--- src/rtl/bcd_uart_pkg.sv ---
// Shared definitions for the 3-digit BCD serial link: ASCII codes, message FSM states
// and the nibble-to-ASCII helper. Used by both the transmitter and the receiver.
package bcd_uart_pkg;

  localparam logic [7:0] ASCII_ZERO = 8'h30;
  localparam logic [7:0] ASCII_ERR  = 8'h3F;
  localparam logic [7:0] ASCII_CR   = 8'h0D;
  localparam logic [7:0] ASCII_LF   = 8'h0A;

  typedef enum logic [1:0] {
    IDLE = 2'd0,
    SEND = 2'd1,
    DONE = 2'd2
  } tx_state_e;

  // Non-decimal nibbles are reported as '?' so a corrupted digit is visible on the line.
  function automatic logic [7:0] digit_to_ascii(input logic [3:0] nibble);
    logic [7:0] code;
    if (nibble <= 4'd9) begin
      code = ASCII_ZERO + {4'd0, nibble};
    end else begin
      code = ASCII_ERR;
    end
    return code;
  endfunction

endpackage

--- src/rtl/uart_tx_byte.sv ---
// Single 8N1 frame serialiser: start bit, 8 data bits LSB first, stop bit.
// frame_done marks the last clock of the stop bit so a new load can follow with no gap.
module uart_tx_byte #(
  parameter int CLKS_PER_BIT = 868
) (
  input  logic       clk,
  input  logic       reset_n,
  input  logic       load,
  input  logic [7:0] byte_in,
  output logic       tx,
  output logic       frame_done
);

  localparam int              CNT_W    = (CLKS_PER_BIT > 1) ? $clog2(CLKS_PER_BIT) : 1;
  localparam logic [CNT_W-1:0] CNT_LAST = CNT_W'(CLKS_PER_BIT - 1);
  localparam logic [3:0]      STOP_BIT = 4'd9;

  logic             active_r;
  logic [7:0]       shift_r;
  logic [CNT_W-1:0] baud_r;
  logic [3:0]       bit_r;
  logic             tx_r;

  assign tx         = tx_r;
  assign frame_done = active_r && (bit_r == STOP_BIT) && (baud_r == CNT_LAST);

  // Frame sequencer: load has priority so the next frame starts on the edge the current one ends.
  always_ff @(posedge clk) begin
    if (!reset_n) begin
      active_r <= 1'b0;
      shift_r  <= 8'h00;
      baud_r   <= {CNT_W{1'b0}};
      bit_r    <= 4'd0;
      tx_r     <= 1'b1;
    end else if (load) begin
      active_r <= 1'b1;
      shift_r  <= byte_in;
      baud_r   <= {CNT_W{1'b0}};
      bit_r    <= 4'd0;
      tx_r     <= 1'b0;
    end else if (active_r) begin
      if (baud_r == CNT_LAST) begin
        baud_r <= {CNT_W{1'b0}};
        if (bit_r == STOP_BIT) begin
          active_r <= 1'b0;
          bit_r    <= 4'd0;
          tx_r     <= 1'b1;
        end else begin
          bit_r <= bit_r + 4'd1;
          if (bit_r == 4'd8) begin
            tx_r <= 1'b1;
          end else begin
            tx_r    <= shift_r[0];
            shift_r <= {1'b1, shift_r[7:1]};
          end
        end
      end else begin
        baud_r <= baud_r + CNT_W'(1);
      end
    end else begin
      tx_r <= 1'b1;
    end
  end

endmodule

--- src/rtl/bcd12_uart_tx.sv ---
// 3-digit BCD to ASCII UART transmitter, hundreds digit first, frames back to back.
// Optional feature: define BCD_TX_CRLF_EN to append CR LF after the units digit.
module bcd12_uart_tx #(
  parameter int CLK_FREQ     = 100_000_000,
  parameter int BAUD         = 115_200,
  parameter int CLKS_PER_BIT = CLK_FREQ / BAUD
) (
  input  logic        clk,
  input  logic        reset_n,
  input  logic        start,
  input  logic [11:0] data12,
  output logic        tx,
  output logic        busy,
  output logic        done
);

  import bcd_uart_pkg::*;

`ifdef BCD_TX_CRLF_EN
  localparam logic [2:0] LAST_IDX = 3'd4;
`else
  localparam logic [2:0] LAST_IDX = 3'd2;
`endif

  tx_state_e   state_r, state_s;
  logic [11:0] hold_r, hold_s;
  logic [2:0]  byte_idx_r, byte_idx_s;
  logic        pend_r, pend_s;
  logic        busy_r, busy_s;
  logic        done_r, done_s;
  logic        load_s;
  logic [2:0]  sel_s;
  logic [7:0]  load_byte_s;
  logic        frame_done_s;

  assign busy = busy_r;
  assign done = done_r;

  // Message state register; pend_r defers the first load by one cycle after acceptance.
  always_ff @(posedge clk) begin
    if (!reset_n) begin
      state_r    <= IDLE;
      hold_r     <= 12'h000;
      byte_idx_r <= 3'd0;
      pend_r     <= 1'b0;
      busy_r     <= 1'b0;
      done_r     <= 1'b0;
    end else begin
      state_r    <= state_s;
      hold_r     <= hold_s;
      byte_idx_r <= byte_idx_s;
      pend_r     <= pend_s;
      busy_r     <= busy_s;
      done_r     <= done_s;
    end
  end

  // Message FSM: DONE behaves like IDLE for acceptance so messages can run back to back.
  always_comb begin
    state_s    = state_r;
    hold_s     = hold_r;
    byte_idx_s = byte_idx_r;
    pend_s     = pend_r;
    busy_s     = busy_r;
    done_s     = 1'b0;
    load_s     = 1'b0;
    sel_s      = byte_idx_r;
    case (state_r)
      IDLE, DONE: begin
        busy_s = 1'b0;
        if (start) begin
          state_s    = SEND;
          hold_s     = data12;
          byte_idx_s = 3'd0;
          pend_s     = 1'b1;
        end else begin
          state_s = IDLE;
        end
      end
      SEND: begin
        if (pend_r) begin
          load_s = 1'b1;
          sel_s  = 3'd0;
          pend_s = 1'b0;
          busy_s = 1'b1;
        end else if (frame_done_s) begin
          if (byte_idx_r == LAST_IDX) begin
            state_s    = DONE;
            done_s     = 1'b1;
            busy_s     = 1'b0;
            byte_idx_s = 3'd0;
          end else begin
            byte_idx_s = byte_idx_r + 3'd1;
            sel_s      = byte_idx_r + 3'd1;
            load_s     = 1'b1;
          end
        end else begin
          busy_s = 1'b1;
        end
      end
      default: begin
        state_s    = IDLE;
        byte_idx_s = 3'd0;
        pend_s     = 1'b0;
        busy_s     = 1'b0;
      end
    endcase
  end

  // Byte mux: digits from the captured value, then the optional terminator.
  always_comb begin
    load_byte_s = ASCII_ERR;
    case (sel_s)
      3'd0:    load_byte_s = digit_to_ascii(hold_r[11:8]);
      3'd1:    load_byte_s = digit_to_ascii(hold_r[7:4]);
      3'd2:    load_byte_s = digit_to_ascii(hold_r[3:0]);
`ifdef BCD_TX_CRLF_EN
      3'd3:    load_byte_s = ASCII_CR;
      3'd4:    load_byte_s = ASCII_LF;
`endif
      default: load_byte_s = ASCII_ERR;
    endcase
  end

  uart_tx_byte #(
    .CLKS_PER_BIT(CLKS_PER_BIT)
  ) u_byte (
    .clk        (clk),
    .reset_n    (reset_n),
    .load       (load_s),
    .byte_in    (load_byte_s),
    .tx         (tx),
    .frame_done (frame_done_s)
  );

endmodule

--- config.mk ---
export PLATFORM = sky130hd
export DESIGN_NAME = bcd12_uart_tx
export DESIGN_NICKNAME = d
export VERILOG_FILES = /design/src/rtl/bcd_uart_pkg.sv /design/src/rtl/uart_tx_byte.sv /design/src/rtl/bcd12_uart_tx.sv
export SDC_FILE = /design/constraint.sdc
export NUM_CORES = 1
export LEC_CHECK = 0
export CORE_ASPECT_RATIO = 1.25
export CORE_MARGIN = 5
export CORE_UTILIZATION = 39
export CTS_CLUSTER_SIZE = 14
export DETAILED_ROUTE_END_ITERATION = 8
export PLACE_DENSITY = 0.68
export SYNTH_ARGS = -nofsm -noshare
export SYNTH_HDL_FRONTEND = slang
export SYNTH_SLANG_ARGS = --single-unit
--- constraint.sdc ---
create_clock -name clk -period 4.3 [get_ports clk]
set_clock_uncertainty 0.15 [all_clocks]
set_input_delay 0.43 -clock clk [delete_from_list [all_inputs] [get_ports clk]]
set_output_delay 0.43 -clock clk [all_outputs]
set_load 0.05 [all_outputs]
==> results.cfg, run 1 <==
[outcome]
status = finished, final reports clean

[pwr]
intPower_mw = 0.5818
p_seq_share_pct = 56.2
p_switching_mw = 0.1880
pwr-share-clk_pct = 35.0
switching_share_pct = 24.43
worst_ir_drop_vdd_mv = 0.1553
finalPower_mw = 0.7698
p_per_area_mw_per_mm2 = 305.0
p_leak_nw = 0.9089
p_comb_share_pct = 8.8

[grt]
grt_max_degree = 28
grt_overflow = 0
grt_pass1_vias = 1860
antenna_found_initial = 0
grtUsageTotal_pct = 13.14
grt_pass1_wl_um = 7997

[synth]
ys_ff_latch = 44
yosys-top-cells-area = dfxtp_1 (40%), nand2_1 (6.8%), a21boi_0 (6.1%)
avgSynthCellArea_um2 = 8.359
yosysUniqueCellTypes = 46
yosys.area.top_type = dfxtp_1
postSynthNetCount = 286
synthFlopType = dfxtp_1
yosysSeqAreaShare_pct = 39.62
synthesis.instances = 266
netlist_area_mm2 = 0.002223
async_reset_ff_share_pct = 0
yosys_warnings = 0
synth_edf_count = 0
synth_top_area_share_pct = 39.62

[placement]
place_congestion = 0.9067
dp.cells = 337
dp_hpwl_um = 3294
placed_cell_area_mm2 = 0.002431
place_ws_ns = 1.349
portBuffers = 17

[clock_tree]
cts_setup_buffers = 0
cts_resized = 0
numClockSinks = 44
h-tree-depth = 2
cts_buffers = 5
hold_buffers = 0
cts_buffer_depth = 2
insertion_delay_ns = 0.29
cts_tree = yes
root_buffer = clkbuf_8
path_clk_slew_ns = 0.08

[layout]
num-fill-cells = 569
layout.cells.most_common_list = dfxtp_1 (44), nand2_1 (40), nor2_1 (30)
nets = 300
drive_gt1_share_pct = 7.117
diodes = 0
final_util_pct = 46.05
stdcell_count = 345
layout_commonest_cell = dfxtp_1
syn_to_final_growth_pct = 13.51
final_area_mm2 = 0.002524
multi_input_area_mm2 = 0.001274
regArea_um2 = 880.8

[detailed_routing]
drt-pass1-iter-count = 4
drtIter0Drc = 82
num_vias = 1850
drc = 0
wirelength_um = 4401
via_per_inst = 5.362
drtAntennaViolNets = 0
avgRoutedWirePerCell_um = 12.76

[critical_path]
crit_path_start_kind = flop
path_delay_family = simple AND/OR/NAND/NOR gates
crit_arrival_ns = 3.06
crit_chain = or4b_4 -> or4_1 -> or2_4 -> and2_4 -> or4_1 -> a31oi_1
cp_max_fo = 10
cp_data_required_time_ns = 4.37
crit_slowest_cell = or4_1
critPathKind = flop to flop
path_common_cell = or4_1
cp_num_buf_inv = 0
endpoint_kind = flop
critPathMaxStageDelay_ns = 0.65

[sta]
maxSlewViolCount = 0
fin_crit_ns = 2.983
hold_viol = 0
rsz0062_at_grt = false
fin_crit_sh_pct = 69.38
holdWs_ns = 0.3175
slew_headroom_pct = 38.07
tightestPinTransition_ns = 0.9213
finalSetupViolCount = 0
fmax_mhz = 335.2
setup-tns-final_ns = 0
layout_setup_ws_ns = 1.317

[die]
rows = 30
core-area_mm2 = 0.005480
initial_core_util_pct = 40.57
die_w_um = 77.54
dieArea_mm2 = 0.007320
io_pins = 18
die-height_um = 94.42

[hold_path]
hp-class = flop to flop

[run]
maxCapViolations = 0
==> worst paths after layout <==
| check | cells past startpoint | to | slack, ns | start |
|---|---|---|---|---|
| setup reg to reg | 6 | u_byte.shift_r[1] | 1.32 | u_byte.active_r |
| hold reg to reg | 2 | busy | 0.32 | busy |
| setup / recovery | 6 | u_byte.shift_r[1] | 1.32 | u_byte.active_r |
| hold / removal | 2 | busy | 0.32 | busy |
==> sequential cells by signal (all words and copies together) (netlist names), 2 cells and up <==
register and count:
u_byte.shift_r 8, byte_idx_r 3, state_r 2, u_byte.bit_r 4
u_byte.baud_r 10, hold_r 12
==> per-layer routing <==
metal	up-vias	track usage (%)	part of all wire, %
met2	26	24.23	53
met3	5	3.244	3.5
met1	857	14.76	43
met4	0	4.011	0.70
met5	-	0	0
li1	962	-	-
==> power by group through the flow <==
stage	Combinational, mW	Clock (mW)	Sequential, mW
floorplan	0.0459	0	0.440
global placement	0.0676	0	0.441
detailed placement	0.0685	0	0.442
CTS	0.0688	0.279	0.433
global route	0.0765	0.297	0.436
finish	0.0676	0.270	0.433
==> cells in the mapped netlist (2+ instances only) <==
library cell and number:
o31a_1 2, a31oi_1 4, ha_1 5, nand2b_1 5, mux2i_1 5, clkbuf_1 9, nand4b_1 3, nor3_1 4
nand2_1 40, xnor2_1 3, o21ai_0 11, or4_1 3, nand4_1 3, mux2_2 5, inv_1 5, o21a_1 3
and3_1 2, a21o_1 4, o211ai_1 3, nand3_1 4, a21boi_0 18, dfxtp_1 44, xor2_1 7, a21oi_1 11
nor2_1 30, or3_1 2, a32oi_1 3, nor4_1 2, nor2b_1 6, nor3b_1 4
==> cells by family after synthesis <==
| family | Yosys count | synth area share, % |
|---|---|---|
| xor+xnor | 10 | 3.939 |
| fa+ha+maj | 5 | 2.814 |
| simple gates | 117 | 26.62 |
| flops | 44 | 39.62 |
| compound gates | 64 | 19.13 |
| buf+inv | 16 | 3.095 |
| mux | 10 | 4.783 |
==> worst register-to-register path, cell delays in order (launching register included) <==
cell	delay, ns
dfxtp_1	0.46
or4b_4	0.53
or4_1	0.65
or2_4	0.29
and2_4	0.16
or4_1	0.50
a31oi_1	0.17
==> layout make-up <==
type | count | share of cell area, %
flip-flops and latches | 44 | 34.90
well taps | 64 | 3.173
inverters | 5 | 0.7437
clock buffers | 6 | 3.272
clock inverters | 2 | 0.3966
multi-input cells | 206 | 50.47
repair buffers | 18 | 7.040
No activity file was read; power rests on OpenSTA's default activity.
==> run 2: changes to the inputs <==
clock period = 2.9 ns   (was 4.3 ns; I/O delays follow)
==> run 2 against run 1 <==
Highest routed layer unchanged. Design area increased by 3.5%. Count of clock-buffer cells in the layout increased by 1. Fmax increased by 7.2%. Sequential power increased by 48%. Final cell count increased by 3.2%. Utilization increased by 1.6 points. Sequential cell count unchanged. Die area unchanged. Register-to-register slack got worse by 1.2 ns. Wire length increased by 3.3%. Largest power group unchanged.
==> results.cfg, run 2 (synthesized netlist as in run 1, its figures left out) <==
[layout]
top_register = hold_r
syn_to_final_growth_pct = 17.50
largest_reg_flops = 12
layout.cells.most_common_list = dfxtp_1 (43), nand2_1 (40), nor2_1 (30)
regArea_um2 = 882.1
largest_registers = hold_r x12, u_byte.baud_r x10, u_byte.shift_r x8
stdcell_count = 356
layout_commonest_cell = dfxtp_1
diodes = 0
multi_input_area_mm2 = 0.001277
drive_gt1_share_pct = 10.96
nets = 311
num-fill-cells = 541

[detailed_routing]
wirelength_um = 4546
drtAntennaViolNets = 0
via_per_inst = 5.317
drc = 0
num_vias = 1893
avgRoutedWirePerCell_um = 12.77
drtIter0Drc = 86
drt-pass1-iter-count = 4

[clock_tree]
path_clk_slew_ns = 0.08
cts_buffers = 5
numClockSinks = 44
insertion_delay_ns = 0.29
cts_tree = yes
root_buffer = clkbuf_8
cts_buffer_depth = 2
h-tree-depth = 2
cts_setup_buffers = 0

[grt]
grt_pass1_vias = 1867
antenna_found_initial = 0
grt_overflow = 0
grt_pass1_wl_um = 7810
grtUsageTotal_pct = 12.79
grt_max_degree = 27

[die]
io_pins = 18
die-height_um = 94.42
die_w_um = 77.54
dieArea_mm2 = 0.007320
initial_core_util_pct = 40.57
rows = 30
core-area_mm2 = 0.005480

[critical_path]
endpoint_kind = flop
r2r_end = u_byte.shift_r[1]
cp_max_fo = 5
worstRegToRegCells = 6
rrSetupSlack_ns = 0.12
cp_data_required_time_ns = 2.97
r2r_start = u_byte.baud_r[2]
crit_arrival_ns = 2.85
crit_path_start_kind = flop
critPathKind = flop to flop

[sta]
slew_headroom_pct = 56.51
fin_crit_ns = 2.784
layout_setup_ws_ns = 0.1160
hold_viol = 0
maxSlewViolCount = 0
fmax_mhz = 359.2
fin_crit_sh_pct = 96.00
tightestPinTransition_ns = 0.6510
finalSetupViolCount = 0

[pwr]
p_switching_mw = 0.2734
worst_ir_drop_vdd_mv = 0.2320
p_seq_share_pct = 56.0
switching_share_pct = 23.93
p_per_area_mw_per_mm2 = 437.4
p_comb_share_pct = 9.3
p_leak_nw = 0.9608
pwr-share-clk_pct = 34.7
intPower_mw = 0.8692

[placement]
dp_hpwl_um = 3403
place_congestion = 0.8846
portBuffers = 17
place_ws_ns = 0.1005
dp.cells = 348

[hold_path]
min_to = busy
hp-class = flop to flop
worstHoldStart = busy
hold_depth = 2

[run]
maxCapViolations = 0

[outcome]
status = finished, final reports clean
[run 2: cell types whose count changed in the layout (fill, tap and decap cells not counted), sizes merged]
| cell | before | now |
|---|---|---|
| clkinv | 2 | 0 |
| clkinvlp | 0 | 1 |
| buf | 1 | 12 |
| clkbuf | 6 | 7 |
[run 2: power groups by stage]
stage	Combinational [mW]	Clock [mW]	Sequential [mW]
CTS	0.108	0.413	0.640
global route	0.119	0.435	0.643
floorplan	0.0681	0	0.652
global placement	0.106	0	0.654
detailed placement	0.107	0	0.654
finish	0.106	0.396	0.640
[run 2: per-stage QoR]
step	area [um^2]	TNS (ns)	utilization [%]	total power [mW]	hold slack [ns]
after floorplan	2223	0	-	0.7201	0.2849
after detailed placement	2514	0	45.87	0.7611	0.3031
after global placement	2514	0	45.87	0.7593	0.2979
after global routing	2613	-0.002330	47.67	1.198	0.3319
after CTS	2608	0	47.58	1.161	0.3144
final	2613	0	47.67	1.143	0.3087
[run 2: timing repair]
item                                    4_1_cts  5_1_grt
endpoints found under the setup margin        0        1
resized for setup                             0        2
hold buffers                                  0        0
[run 2: layer usage]
layer / GRT usage (%) / vias up / share of wire, %
met4: 6.877 / 0 / 2.1
li1: - / 988 / -
met5: 0 / - / 0
met3: 2.576 / 11 / 3.3
met2: 23.38 / 35 / 52
met1: 13.69 / 859 / 42
[run 2: final cells by class]
class	instances	share of cell area, %
Clock buffer	7	3.305
Timing Repair Buffer	29	9.962
Sequential cell	44	33.76
Inverter	5	0.7184
Tap cell	64	3.065
Multi-Input combinational cell	206	48.90
Clock inverter	1	0.2874
[run 2: worst max-delay path by stage]
| stage | slack [ns] | start | endpoint | cells past startpoint |
|---|---|---|---|---|
| floorplan | 0.10 | u_byte.active_r | u_byte.shift_r[1] | 8 |
| global placement | 0.15 | u_byte.baud_r[2] | u_byte.shift_r[1] | 6 |
| detailed placement | 0.10 | u_byte.baud_r[2] | u_byte.shift_r[1] | 6 |
| CTS | 0.07 | u_byte.baud_r[2] | u_byte.shift_r[1] | 6 |
| global route | -0.002 | u_byte.baud_r[2] | u_byte.shift_r[1] | 6 |
| finish | 0.12 | u_byte.baud_r[2] | u_byte.shift_r[1] | 6 |
[run 2: worst max-delay path, stage by stage (launching register included)]
cell,delay [ns]
dfxtp_2,0.35
or4b_4,0.57
or4_4,0.56
or2_4,0.26
and2_4,0.16
or4_1,0.49
a31oi_1,0.18
==> run 3: changes to the inputs <==
RECOVER_POWER = 25   (was unset)
TNS_END_PERCENT = 10   (was unset)
==> run 3 against run 2 <==
Die area unchanged. Count of clock-buffer cells in the layout is the same. Combinational power is essentially flat. First-iteration DRC count fell by 14%. Utilization down 0.069 points. Final cell count is the same. Fmax barely moved. Hold slack gained 0.00072 ns. Non-clock buffer count unchanged. Critical endpoint unchanged. Highest routed layer unchanged.
==> results.cfg, run 3 (synthesized netlist as in run 1, its figures left out) <==
[outcome]
status = finished, final reports clean

[grt]
grt_pass1_vias = 1867
grt_pass1_wl_um = 7810
grtUsageTotal_pct = 12.79
grt_overflow = 0
antenna_found_initial = 0
grt_max_degree = 27

[die]
die-height_um = 94.42
dieArea_mm2 = 0.007320
rows = 30
initial_core_util_pct = 40.57
core-area_mm2 = 0.005480
die_w_um = 77.54
io_pins = 18

[clock_tree]
root_buffer = clkbuf_8
cts_setup_buffers = 0
cts_tree = yes
insertion_delay_ns = 0.29
cts_buffer_depth = 2
cts_buffers = 5
h-tree-depth = 2
path_clk_slew_ns = 0.08
numClockSinks = 44

[layout]
final_util_pct = 47.60
largest_registers = hold_r x12, u_byte.baud_r x10, u_byte.shift_r x8
drive_gt1_share_pct = 10.62
largest_reg_flops = 12
nets = 311
layout_commonest_cell = dfxtp_1
syn_to_final_growth_pct = 17.33
top_register = hold_r
diodes = 0
layout.cells.most_common_list = dfxtp_1 (43), nand2_1 (40), nor2_1 (30)

[sta]
layout_setup_ws_ns = 0.1149
slew_headroom_pct = 41.75
fin_crit_ns = 2.785
hold_viol = 0
finalSetupViolCount = 0
fin_crit_sh_pct = 96.04
fmax_mhz = 359.1
tightestPinTransition_ns = 0.8738
maxSlewViolCount = 0
holdWs_ns = 0.3094

[detailed_routing]
drt-pass1-iter-count = 4
num_vias = 1891
avgRoutedWirePerCell_um = 12.70
drc = 0
wirelength_um = 4520
drtIter0Drc = 74
via_per_inst = 5.312
drtAntennaViolNets = 0

[critical_path]
endpoint_kind = flop
crit_path_start_kind = flop
critPathKind = flop to flop
worstRegToRegCells = 6
rrSetupSlack_ns = 0.11
cp_max_fo = 5
r2r_end = u_byte.shift_r[1]
r2r_start = u_byte.baud_r[2]
crit_arrival_ns = 2.85
cp_data_required_time_ns = 2.97

[placement]
portBuffers = 17
place_ws_ns = 0.1005
dp_hpwl_um = 3403
place_congestion = 0.8846

[hold_path]
worstHoldStart = busy
hold_depth = 2
hp-class = flop to flop
min_to = busy

[run]
maxCapViolations = 0

[pwr]
p_per_area_mw_per_mm2 = 437.6
p_leak_nw = 0.9574
worst_ir_drop_vdd_mv = 0.2319
run 3: how the worst max path moves through the flow:
stage | start | cells past startpoint | end | slack [ns]
5_1_grt | u_byte.baud_r[2] | 6 | u_byte.shift_r[1] | -0.003
3_5_place_dp | u_byte.baud_r[2] | 6 | u_byte.shift_r[1] | 0.10
3_3_place_gp | u_byte.baud_r[2] | 6 | u_byte.shift_r[1] | 0.15
4_1_cts | u_byte.baud_r[2] | 6 | u_byte.shift_r[1] | 0.07
2_1_floorplan | u_byte.active_r | 8 | u_byte.shift_r[1] | 0.10
6_report | u_byte.baud_r[2] | 6 | u_byte.shift_r[1] | 0.11
run 3: timing repair:
action,in CTS,in global routing
resized for setup,0,2
hold buffers,0,0
setup endpoints to repair,0,1
run 3: layout make-up:
type / instances / area [um^2]
Fill cell: 540 / 2872
Multi-Input combinational cell: 206 / 1277
Sequential cell: 44 / 882.1
Timing Repair Buffer: 29 / 256.5
Clock buffer: 7 / 86.33
Tap cell: 64 / 80.08
Inverter: 5 / 18.77
Clock inverter: 1 / 7.507
run 3: where the power goes:
| part | total [mW] | switching (mW) | internal [mW] |
|---|---|---|---|
| registers | 0.640 | 0.0171 | 0.623 |
| logic | 0.105 | 0.0530 | 0.0524 |
| clock network | 0.397 | 0.203 | 0.194 |
run 3: critical path, stage by stage (launching register included):
cell	delay, ns
dfxtp_2	0.35
or4b_4	0.57
or4_4	0.56
or2_4	0.26
and2_4	0.16
or4_1	0.49
a31oi_1	0.18
run 3: metal layers:
| metal | track usage [%] | part of all wire [%] | up-vias |
|---|---|---|---|
| li1 | - | - | 989 |
| met1 | 13.69 | 43 | 860 |
| met2 | 23.38 | 52 | 29 |
| met3 | 2.576 | 2.9 | 13 |
| met4 | 6.877 | 2.3 | 0 |
| met5 | 0 | 0 | - |
run 3: stage by stage:
stage | TNS, ns | instance area [um^2] | cells | power, mW
6_report | 0 | 2609 | 356 | 1.142
5_1_grt | -0.002946 | 2609 | 356 | 1.197
4_1_cts | 0 | 2608 | 356 | 1.161
3_5_place_dp | 0 | 2514 | 348 | 0.7611
3_3_place_gp | 0 | 2514 | 348 | 0.7593
2_1_floorplan | 0 | 2223 | 266 | 0.7201
